[config.mk]
export PLATFORM = sky130hd
export DESIGN_NAME = memory_stage_lsu_flat
export DESIGN_NICKNAME = d
export VERILOG_FILES = /design/src/rtl/pipeline_pkg.sv /design/src/rtl/memory_stage_lsu_if.sv /design/src/rtl/lsu_align.sv /design/src/rtl/memory_stage_lsu_chk.sv /design/src/rtl/memory_stage_lsu.sv /design/src/flat_wrapper.sv
export SDC_FILE = /design/constraint.sdc
export NUM_CORES = 1
export LEC_CHECK = 0
export CAP_MARGIN = 15
export CORE_AREA = 3 3 124 126
export CTS_BUF_LIST = sky130_fd_sc_hd__clkbuf_2 sky130_fd_sc_hd__clkbuf_4 sky130_fd_sc_hd__clkbuf_8
export DETAILED_ROUTE_END_ITERATION = 12
export DIE_AREA = 0 0 127 129
export DONT_BUFFER_PORTS = 1
export PLACE_DENSITY = 0.65
export SETUP_SLACK_MARGIN = 0.4
export SKIP_LAST_GASP = 1
export SLEW_MARGIN = 15
export SYNTH_ARGS = -nofsm -noshare
export SYNTH_HDL_FRONTEND = slang
export SYNTH_HIERARCHICAL = 1
export SYNTH_SLANG_ARGS = --single-unit
[constraint.sdc]
create_clock -name clk -period 1.4 [get_ports clk]
set_input_delay 0.28 -clock clk [delete_from_list [all_inputs] [get_ports clk]]
set_output_delay 0.28 -clock clk [all_outputs]
set_load 0.01 [all_outputs]
[src/rtl/pipeline_pkg.sv]
// Shared types for the memory stage: result-source encoding, load/store
// size codes (funct3), LSU handshake states and the misalignment rule.
package pipeline_pkg;

    typedef enum logic [1:0] {
        RES_ALU  = 2'b00,
        RES_LOAD = 2'b01,
        RES_PC4  = 2'b10
    } result_src_e;

    typedef enum logic [2:0] {
        MEM_B  = 3'b000,
        MEM_H  = 3'b001,
        MEM_W  = 3'b010,
        MEM_BU = 3'b100,
        MEM_HU = 3'b101
    } mem_size_e;

    typedef enum logic [1:0] {
        ST_IDLE        = 2'b00,
        ST_WAIT_GNT    = 2'b01,
        ST_WAIT_RVALID = 2'b10
    } lsu_state_e;

    // Halfwords need an even address, words a multiple of four; bytes never misalign.
    function automatic logic is_misaligned(input logic [2:0] funct3, input logic [1:0] addr_lo);
        logic r;
        case (funct3)
            MEM_H, MEM_HU: r = addr_lo[0];
            MEM_W:         r = (addr_lo != 2'b00);
            default:       r = 1'b0;
        endcase
        return r;
    endfunction

endpackage

[src/rtl/memory_stage_lsu_if.sv]
// Data-memory request/grant/response bus between the LSU (master) and memory (slave).
interface memory_stage_lsu_if #(parameter int XLEN = 32);
    logic              dmem_req;
    logic              dmem_we;
    logic [XLEN-1:0]   dmem_addr;
    logic [XLEN/8-1:0] dmem_be;
    logic [XLEN-1:0]   dmem_wdata;
    logic              dmem_gnt;
    logic              dmem_rvalid;
    logic [XLEN-1:0]   dmem_rdata;

    modport master (
        output dmem_req, dmem_we, dmem_addr, dmem_be, dmem_wdata,
        input  dmem_gnt, dmem_rvalid, dmem_rdata
    );

    modport slave (
        input  dmem_req, dmem_we, dmem_addr, dmem_be, dmem_wdata,
        output dmem_gnt, dmem_rvalid, dmem_rdata
    );
endinterface

[src/rtl/lsu_align.sv]
// Combinational lane steering: replicates store data into byte lanes with
// matching byte enables, and extracts/extends load data from the raw word.
module lsu_align
    import pipeline_pkg::*;
(
    input  logic [2:0]  i_st_funct3,
    input  logic [1:0]  i_st_addr_lo,
    input  logic [31:0] i_st_data,
    output logic [3:0]  o_st_be,
    output logic [31:0] o_st_wdata,
    input  logic [2:0]  i_ld_funct3,
    input  logic [1:0]  i_ld_addr_lo,
    input  logic [31:0] i_ld_rdata,
    output logic [31:0] o_ld_data
);
    logic [31:0] w_shifted;

    assign w_shifted = i_ld_rdata >> {i_ld_addr_lo, 3'b000};

    // Store: replicate the low bytes across the word and enable the addressed lanes.
    always_comb begin
        o_st_be    = 4'b0000;
        o_st_wdata = i_st_data;
        case (i_st_funct3)
            MEM_B: begin
                o_st_be    = 4'b0001 << i_st_addr_lo;
                o_st_wdata = {4{i_st_data[7:0]}};
            end
            MEM_H: begin
                o_st_be    = 4'b0011 << {i_st_addr_lo[1], 1'b0};
                o_st_wdata = {2{i_st_data[15:0]}};
            end
            MEM_W: begin
                o_st_be    = 4'b1111;
                o_st_wdata = i_st_data;
            end
            default: begin
                o_st_be    = 4'b0000;
                o_st_wdata = i_st_data;
            end
        endcase
    end

    // Load: the addressed byte/halfword now sits in the low bits; extend by size code.
    always_comb begin
        o_ld_data = w_shifted;
        case (i_ld_funct3)
            MEM_B:   o_ld_data = {{24{w_shifted[7]}}, w_shifted[7:0]};
            MEM_H:   o_ld_data = {{16{w_shifted[15]}}, w_shifted[15:0]};
            MEM_W:   o_ld_data = w_shifted;
            MEM_BU:  o_ld_data = {24'h000000, w_shifted[7:0]};
            MEM_HU:  o_ld_data = {16'h0000, w_shifted[15:0]};
            default: o_ld_data = w_shifted;
        endcase
    end
endmodule

[src/rtl/memory_stage_lsu_chk.sv]
// Simulation checker for the data-memory handshake: a grant needs a live
// request, and read data needs a load the bus has accepted but not yet answered.
module memory_stage_lsu_chk (
    input logic clk,
    input logic rst_n,
    input logic i_req,
    input logic i_we,
    input logic i_gnt,
    input logic i_rvalid
);
    logic r_pending;

    // Bus-side view of an outstanding load; it survives rst_n because a flushed
    // load's response is still in flight at the memory and must be tolerated.
    always_ff @(posedge clk) begin
        if (i_rvalid) begin
            r_pending <= 1'b0;
        end else if (i_req && i_gnt && !i_we) begin
            r_pending <= 1'b1;
        end else begin
            r_pending <= r_pending;
        end
    end

    a_gnt_needs_req: assert property (@(posedge clk) disable iff (!rst_n) i_gnt |-> i_req);
    a_rvalid_needs_load: assert property (@(posedge clk) disable iff (!rst_n) i_rvalid |-> r_pending);
endmodule

[src/rtl/memory_stage_lsu.sv]
// Memory stage of the RV32I pipeline: issues loads/stores on the req/gnt/rvalid
// bus, stalls the front of the pipe while an access is in flight, suppresses
// misaligned accesses, and registers the M->W boundary.
module memory_stage_lsu
    import pipeline_pkg::*;
#(
    parameter int XLEN     = 32,
    parameter int REG_ADDR = 5
) (
    input  logic                clk,
    input  logic                rst_n,
    input  logic                RegWriteM,
    input  logic [1:0]          ResultSrcM,
    input  logic                MemWriteM,
    input  logic [2:0]          Funct3M,
    input  logic [XLEN-1:0]     ALUResultM,
    input  logic [XLEN-1:0]     WriteDataM,
    input  logic [REG_ADDR-1:0] RdM,
    input  logic [XLEN-1:0]     PCPlus4M,
    memory_stage_lsu_if.master  dmem,
    output logic                StallM,
    output logic                MisalignM,
    output logic                RegWriteW,
    output logic [1:0]          ResultSrcW,
    output logic [XLEN-1:0]     ALUResultW,
    output logic [XLEN-1:0]     ReadDataW,
    output logic [REG_ADDR-1:0] RdW,
    output logic [XLEN-1:0]     PCPlus4W
);
    lsu_state_e  r_state;
    lsu_state_e  w_state_nxt;
    logic        w_mem_op;
    logic        w_misalign;
    logic        w_issue;
    logic        w_req;
    logic        w_stall;
    logic        w_ld_done;
    logic [1:0]  r_ld_off;
    logic [2:0]  r_ld_f3;
    logic [3:0]  w_be;
    logic [31:0] w_wdata;
    logic [31:0] w_ld_data;

    assign w_mem_op   = MemWriteM | (ResultSrcM == RES_LOAD);
    assign w_misalign = w_mem_op & is_misaligned(Funct3M, ALUResultM[1:0]);
    assign w_issue    = w_mem_op & ~w_misalign;

    lsu_align u_align (
        .i_st_funct3  (Funct3M),
        .i_st_addr_lo (ALUResultM[1:0]),
        .i_st_data    (WriteDataM),
        .o_st_be      (w_be),
        .o_st_wdata   (w_wdata),
        .i_ld_funct3  (r_ld_f3),
        .i_ld_addr_lo (r_ld_off),
        .i_ld_rdata   (dmem.dmem_rdata),
        .o_ld_data    (w_ld_data)
    );

    // Request fields come straight from the frozen E/M register, so they stay stable while stalled.
    assign dmem.dmem_req   = w_req;
    assign dmem.dmem_we    = MemWriteM;
    assign dmem.dmem_addr  = {ALUResultM[31:2], 2'b00};
    assign dmem.dmem_be    = w_be;
    assign dmem.dmem_wdata = w_wdata;
    assign StallM          = w_stall;

    // Handshake state register.
    always_ff @(posedge clk or negedge rst_n) begin
        if (!rst_n) begin
            r_state <= ST_IDLE;
        end else begin
            r_state <= w_state_nxt;
        end
    end

    // Next state, request and stall: stall whenever an aligned access has not completed this cycle.
    always_comb begin
        w_state_nxt = r_state;
        w_req       = 1'b0;
        w_stall     = 1'b0;
        w_ld_done   = 1'b0;
        case (r_state)
            ST_IDLE: begin
                if (w_issue) begin
                    w_req = 1'b1;
                    if (!dmem.dmem_gnt) begin
                        w_state_nxt = ST_WAIT_GNT;
                        w_stall     = 1'b1;
                    end else if (!MemWriteM) begin
                        w_state_nxt = ST_WAIT_RVALID;
                        w_stall     = 1'b1;
                    end else begin
                        w_state_nxt = ST_IDLE;
                    end
                end else begin
                    w_state_nxt = ST_IDLE;
                end
            end
            ST_WAIT_GNT: begin
                w_req = 1'b1;
                if (!dmem.dmem_gnt) begin
                    w_stall = 1'b1;
                end else if (!MemWriteM) begin
                    w_state_nxt = ST_WAIT_RVALID;
                    w_stall     = 1'b1;
                end else begin
                    w_state_nxt = ST_IDLE;
                end
            end
            ST_WAIT_RVALID: begin
                if (dmem.dmem_rvalid) begin
                    w_state_nxt = ST_IDLE;
                    w_ld_done   = 1'b1;
                end else begin
                    w_stall = 1'b1;
                end
            end
            default: begin
                w_state_nxt = ST_IDLE;
            end
        endcase
    end

    // Remember offset and size of a granted load for extracting its response later.
    always_ff @(posedge clk or negedge rst_n) begin
        if (!rst_n) begin
            r_ld_off <= 2'b00;
            r_ld_f3  <= 3'b000;
        end else if (w_req && dmem.dmem_gnt && !MemWriteM) begin
            r_ld_off <= ALUResultM[1:0];
            r_ld_f3  <= Funct3M;
        end else begin
            r_ld_off <= r_ld_off;
            r_ld_f3  <= r_ld_f3;
        end
    end

    // M->W register: a bubble while stalled; a misaligned access passes with its write disabled.
    always_ff @(posedge clk or negedge rst_n) begin
        if (!rst_n) begin
            RegWriteW  <= 1'b0;
            ResultSrcW <= 2'b00;
            ALUResultW <= '0;
            ReadDataW  <= '0;
            RdW        <= '0;
            PCPlus4W   <= '0;
            MisalignM  <= 1'b0;
        end else if (w_stall) begin
            RegWriteW  <= 1'b0;
            ResultSrcW <= 2'b00;
            ALUResultW <= '0;
            ReadDataW  <= '0;
            RdW        <= '0;
            PCPlus4W   <= '0;
            MisalignM  <= 1'b0;
        end else begin
            RegWriteW  <= RegWriteM & ~w_misalign;
            ResultSrcW <= ResultSrcM;
            ALUResultW <= ALUResultM;
            ReadDataW  <= w_ld_done ? w_ld_data : 32'h0000_0000;
            RdW        <= RdM;
            PCPlus4W   <= PCPlus4M;
            MisalignM  <= w_misalign;
        end
    end

    memory_stage_lsu_chk u_chk (
        .clk      (clk),
        .rst_n    (rst_n),
        .i_req    (dmem.dmem_req),
        .i_we     (dmem.dmem_we),
        .i_gnt    (dmem.dmem_gnt),
        .i_rvalid (dmem.dmem_rvalid)
    );
endmodule
[src/flat_wrapper.sv]
// flat-port wrapper written by rule: the top's interface ports become plain ports
module memory_stage_lsu_flat import pipeline_pkg::*;
#(
    parameter int XLEN     = 32,
    parameter int REG_ADDR = 5
)
  (clk, rst_n, RegWriteM, ResultSrcM, MemWriteM, Funct3M, ALUResultM, WriteDataM, RdM, PCPlus4M, StallM, MisalignM, RegWriteW, ResultSrcW, ALUResultW, ReadDataW, RdW, PCPlus4W, dmem_dmem_req, dmem_dmem_we, dmem_dmem_addr, dmem_dmem_be, dmem_dmem_wdata, dmem_dmem_gnt, dmem_dmem_rvalid, dmem_dmem_rdata);
  memory_stage_lsu_if #(.XLEN(XLEN)) dmem_i ();
  input  logic clk;
  input  logic rst_n;
  input  logic RegWriteM;
  input  logic [1:0] ResultSrcM;
  input  logic MemWriteM;
  input  logic [2:0] Funct3M;
  input  logic [XLEN-1:0] ALUResultM;
  input  logic [XLEN-1:0] WriteDataM;
  input  logic [REG_ADDR-1:0] RdM;
  input  logic [XLEN-1:0] PCPlus4M;
  output logic StallM;
  output logic MisalignM;
  output logic RegWriteW;
  output logic [1:0] ResultSrcW;
  output logic [XLEN-1:0] ALUResultW;
  output logic [XLEN-1:0] ReadDataW;
  output logic [REG_ADDR-1:0] RdW;
  output logic [XLEN-1:0] PCPlus4W;
  output wire logic [$bits(dmem_i.dmem_req)-1:0] dmem_dmem_req;
  output wire logic [$bits(dmem_i.dmem_we)-1:0] dmem_dmem_we;
  output wire logic [$bits(dmem_i.dmem_addr)-1:0] dmem_dmem_addr;
  output wire logic [$bits(dmem_i.dmem_be)-1:0] dmem_dmem_be;
  output wire logic [$bits(dmem_i.dmem_wdata)-1:0] dmem_dmem_wdata;
  input wire logic [$bits(dmem_i.dmem_gnt)-1:0] dmem_dmem_gnt;
  input wire logic [$bits(dmem_i.dmem_rvalid)-1:0] dmem_dmem_rvalid;
  input wire logic [$bits(dmem_i.dmem_rdata)-1:0] dmem_dmem_rdata;
  assign dmem_dmem_req = dmem_i.dmem_req;
  assign dmem_dmem_we = dmem_i.dmem_we;
  assign dmem_dmem_addr = dmem_i.dmem_addr;
  assign dmem_dmem_be = dmem_i.dmem_be;
  assign dmem_dmem_wdata = dmem_i.dmem_wdata;
  assign dmem_i.dmem_gnt = dmem_dmem_gnt;
  assign dmem_i.dmem_rvalid = dmem_dmem_rvalid;
  assign dmem_i.dmem_rdata = dmem_dmem_rdata;
  memory_stage_lsu #(.XLEN(XLEN), .REG_ADDR(REG_ADDR)) u_core (.clk(clk), .rst_n(rst_n), .RegWriteM(RegWriteM), .ResultSrcM(ResultSrcM), .MemWriteM(MemWriteM), .Funct3M(Funct3M), .ALUResultM(ALUResultM), .WriteDataM(WriteDataM), .RdM(RdM), .PCPlus4M(PCPlus4M), .dmem(dmem_i), .StallM(StallM), .MisalignM(MisalignM), .RegWriteW(RegWriteW), .ResultSrcW(ResultSrcW), .ALUResultW(ALUResultW), .ReadDataW(ReadDataW), .RdW(RdW), .PCPlus4W(PCPlus4W));
endmodule
==> metrics.txt <==
status=finished, violations left; failing checks=negative hold slack, negative setup slack; clock skew=approximately 14 ps; hold slack final=-431 ps; Static Leakage=approximately 3.2 nW; Seq cells post-synth=about 110; DP Worst Slack=-222 ps; maxcap violations=0; share of the synthesized area in the top cell type=between 40% and 50%; Final #Nets=between 600 and 700; share of layout cells above drive strength 1=around half; root buffer cell=clkbuf_8; GP Congestion=0.855; I/O pin total=between 300 and 400; vias in the first global route=3726; RSZ-0062 raised after global routing=true; Die Area=around 0.016 mm2; Port Buf Inserts=0; Synth-to-Final Area Change=24.7%; Layout fillers=1234; 1st-pass router iterations=4; post-synthesis sequential area ratio=49.1%; Max Slew Vio Count=0; Warnings, synthesis=6; count of final hold-check violations=approximately 110; minimum clock period after layout=between 1500 and 2000 ps; DP HPWL=between 10000 and 15000 um; fmax=between 600 and 700 MHz; CTS tree=built; Syn Area/Cell=11.5 um2; Mapped Area=about 0.0057 mm2; largest fanout on the critical path=4; Longest Clk Path Bufs=2; core region area=~0.014 mm2; critical path data arrival time=1320 ps; post-route antenna net violation count=0; n_diodes=0; largest net degree at the start of global routing=113; starting density of the core=just under 40%; Max VDD drop=between 0.0005 and 0.0006 V; Die Wd=~130 um; Via density=~5.3; CP required=1120 ps; post-synth top area cell=dfrtp_1; wire per inst=between 20 and 25 um; die height=129 um; CP Class=register to output pin; WL final=~16000 um; # clock sinks=roughly 110; Synth async-reset ratio=between 90% and 100%; commonest non-fill, non-tap cell in the layout=dfrtp_1; first-pass GRT wire length=between 20000 and 25000 um; final worst setup slack=-196 ps; CP endpoint kind=output pin; Tcrit/Tclk final=114%; crit start category=register; via count=between 3000 and 4000; P per Cell Area=1300 mW/mm2; Worst-path clk slew=about 120 ps; Setup Total Neg Slack=-8130 ps; Worst-Skew Late Latency=around 380 ps; Setup Viol. Count Final=109; GRT Overall Usage=about 17%; Finished Core Util=between 40% and 50%; initial antenna violation count=1; EDFF count, synth=0; hold buffers post-CTS=3; Synth area leaders=dfrtp_1 (49%), a21boi_2 (14%), buf_4 (5.5%); commonest non-fill, non-tap cells in the layout=dfrtp_1 (109), a21boi_2 (70), buf_4 (32), and2_1 (32), nand2_1 (24); grt ovf=0; Post-Synthesis Cells=495; Detailed Route Iter0 Violations=133; count of cell types in the netlist=40; Synth Flop Type=dfrtp_1; drt drc=0; H-tree levels=3; CTS Buf Count=9; min-delay worst type=input pin to async pin; row count=between 40 and 50
-- state kept, by name, indices dropped and copies added, names as in the netlist --
name / flops
u_core/MisalignM: 1
u_core/r_ld_off: 2
u_core/ReadDataW: 32
u_core/RdW: 5
u_core/ResultSrcW: 2
u_core/r_ld_f3: 3
u_core/r_state: 2
u_core/PCPlus4W: 32
u_core/RegWriteW: 1
u_core/ALUResultW: 32
-- layer usage --
layer / wire [um] / share of wire (%) / track usage (%) / vias up
met2: 8620 / 55 / 32.4 / 229
li1: - / - / - / 1674
met4: 259 / 1.7 / 5.68 / 0
met5: 0 / 0 / 0 / -
met3: 1360 / 8.7 / 6.10 / 17
met1: 5450 / 35 / 18.4 / 1826
-- worst paths after layout --
check / start / endpoint / slack [ps] / cells after the start
worst min-delay path: rst_n / u_core/ReadDataW[2] / -430 / 0
worst max register to register: u_core/r_ld_off[0] / u_core/ReadDataW[17] / -190 / 6
worst max-delay path: u_core/r_state[0] / StallM / -200 / 4
worst min register to register: u_core/r_ld_f3[1] / u_core/r_ld_f3[1] / 630 / 2
max in group asynchronous: rst_n / u_core/r_state[1] / 1590 / 0
min in group clk: PCPlus4M[21] / u_core/PCPlus4W[21] / 50 / 1
-- cells by family after synthesis --
kind of cell	share of synthesized area, %
compound gates	21.9
simple gates	11.1
flops	49.1
buf+inv	9.54
mux	8.29
other cells	0.0657
-- synth_stat cells, types with 9 or more instances --
cell,count
and2_1,33
nand2_1,29
buf_4,42
a211oi_1,15
buf_6,9
buf_2,13
o21ai_0,15
mux2i_1,27
a21boi_2,71
dfrtp_1,112
nor2b_1,12
nor2_1,31
mux2_2,16
a21oi_1,21
-- metrics by stage --
step	std cells	power (mW)	instance area, um2
after floorplan	496	5.95	6030
final	704	9.22	7120
after detailed placement	648	6.39	6050
after global placement	648	6.34	6050
after CTS	686	8.89	6700
after global routing	704	9.69	7120
-- power breakdown --
part	leakage, nW	switching [mW]	internal [mW]
clock network	0.100	1.17	0.866
registers	1.45	0.410	3.59
logic	1.62	1.46	1.73
total	3.17	3.03	6.18
-- critical path, stage by stage (launching register included) --
cell,delay [ps]
dfrtp_2,460
nor2_1,110
nand2_1,120
nand2_4,100
and2_4,160
-- final cells by class --
type                            count  area [um2]  area share [%]
Clock inverter                      7        85.1            1.20
Tap cell                          184         230            3.23
Sequential cell                   112        2810            39.4
Multi-Input combinational cell    304        2800            39.3
Timing Repair Buffer               82        1050            14.8
Clock buffer                        9         124            1.74
Inverter                            6        22.5           0.316
-- what timing repair did --
item | CTS | global route
resized for setup | 51 | 45
setup endpoints to repair | 245 | 245
pin swaps | 13 | 15
hold endpoints to repair | 115 | 112
cloned | 3 | 5
setup buffers | 16 | 13
Note: power is estimated with default switching activity, not from simulation.
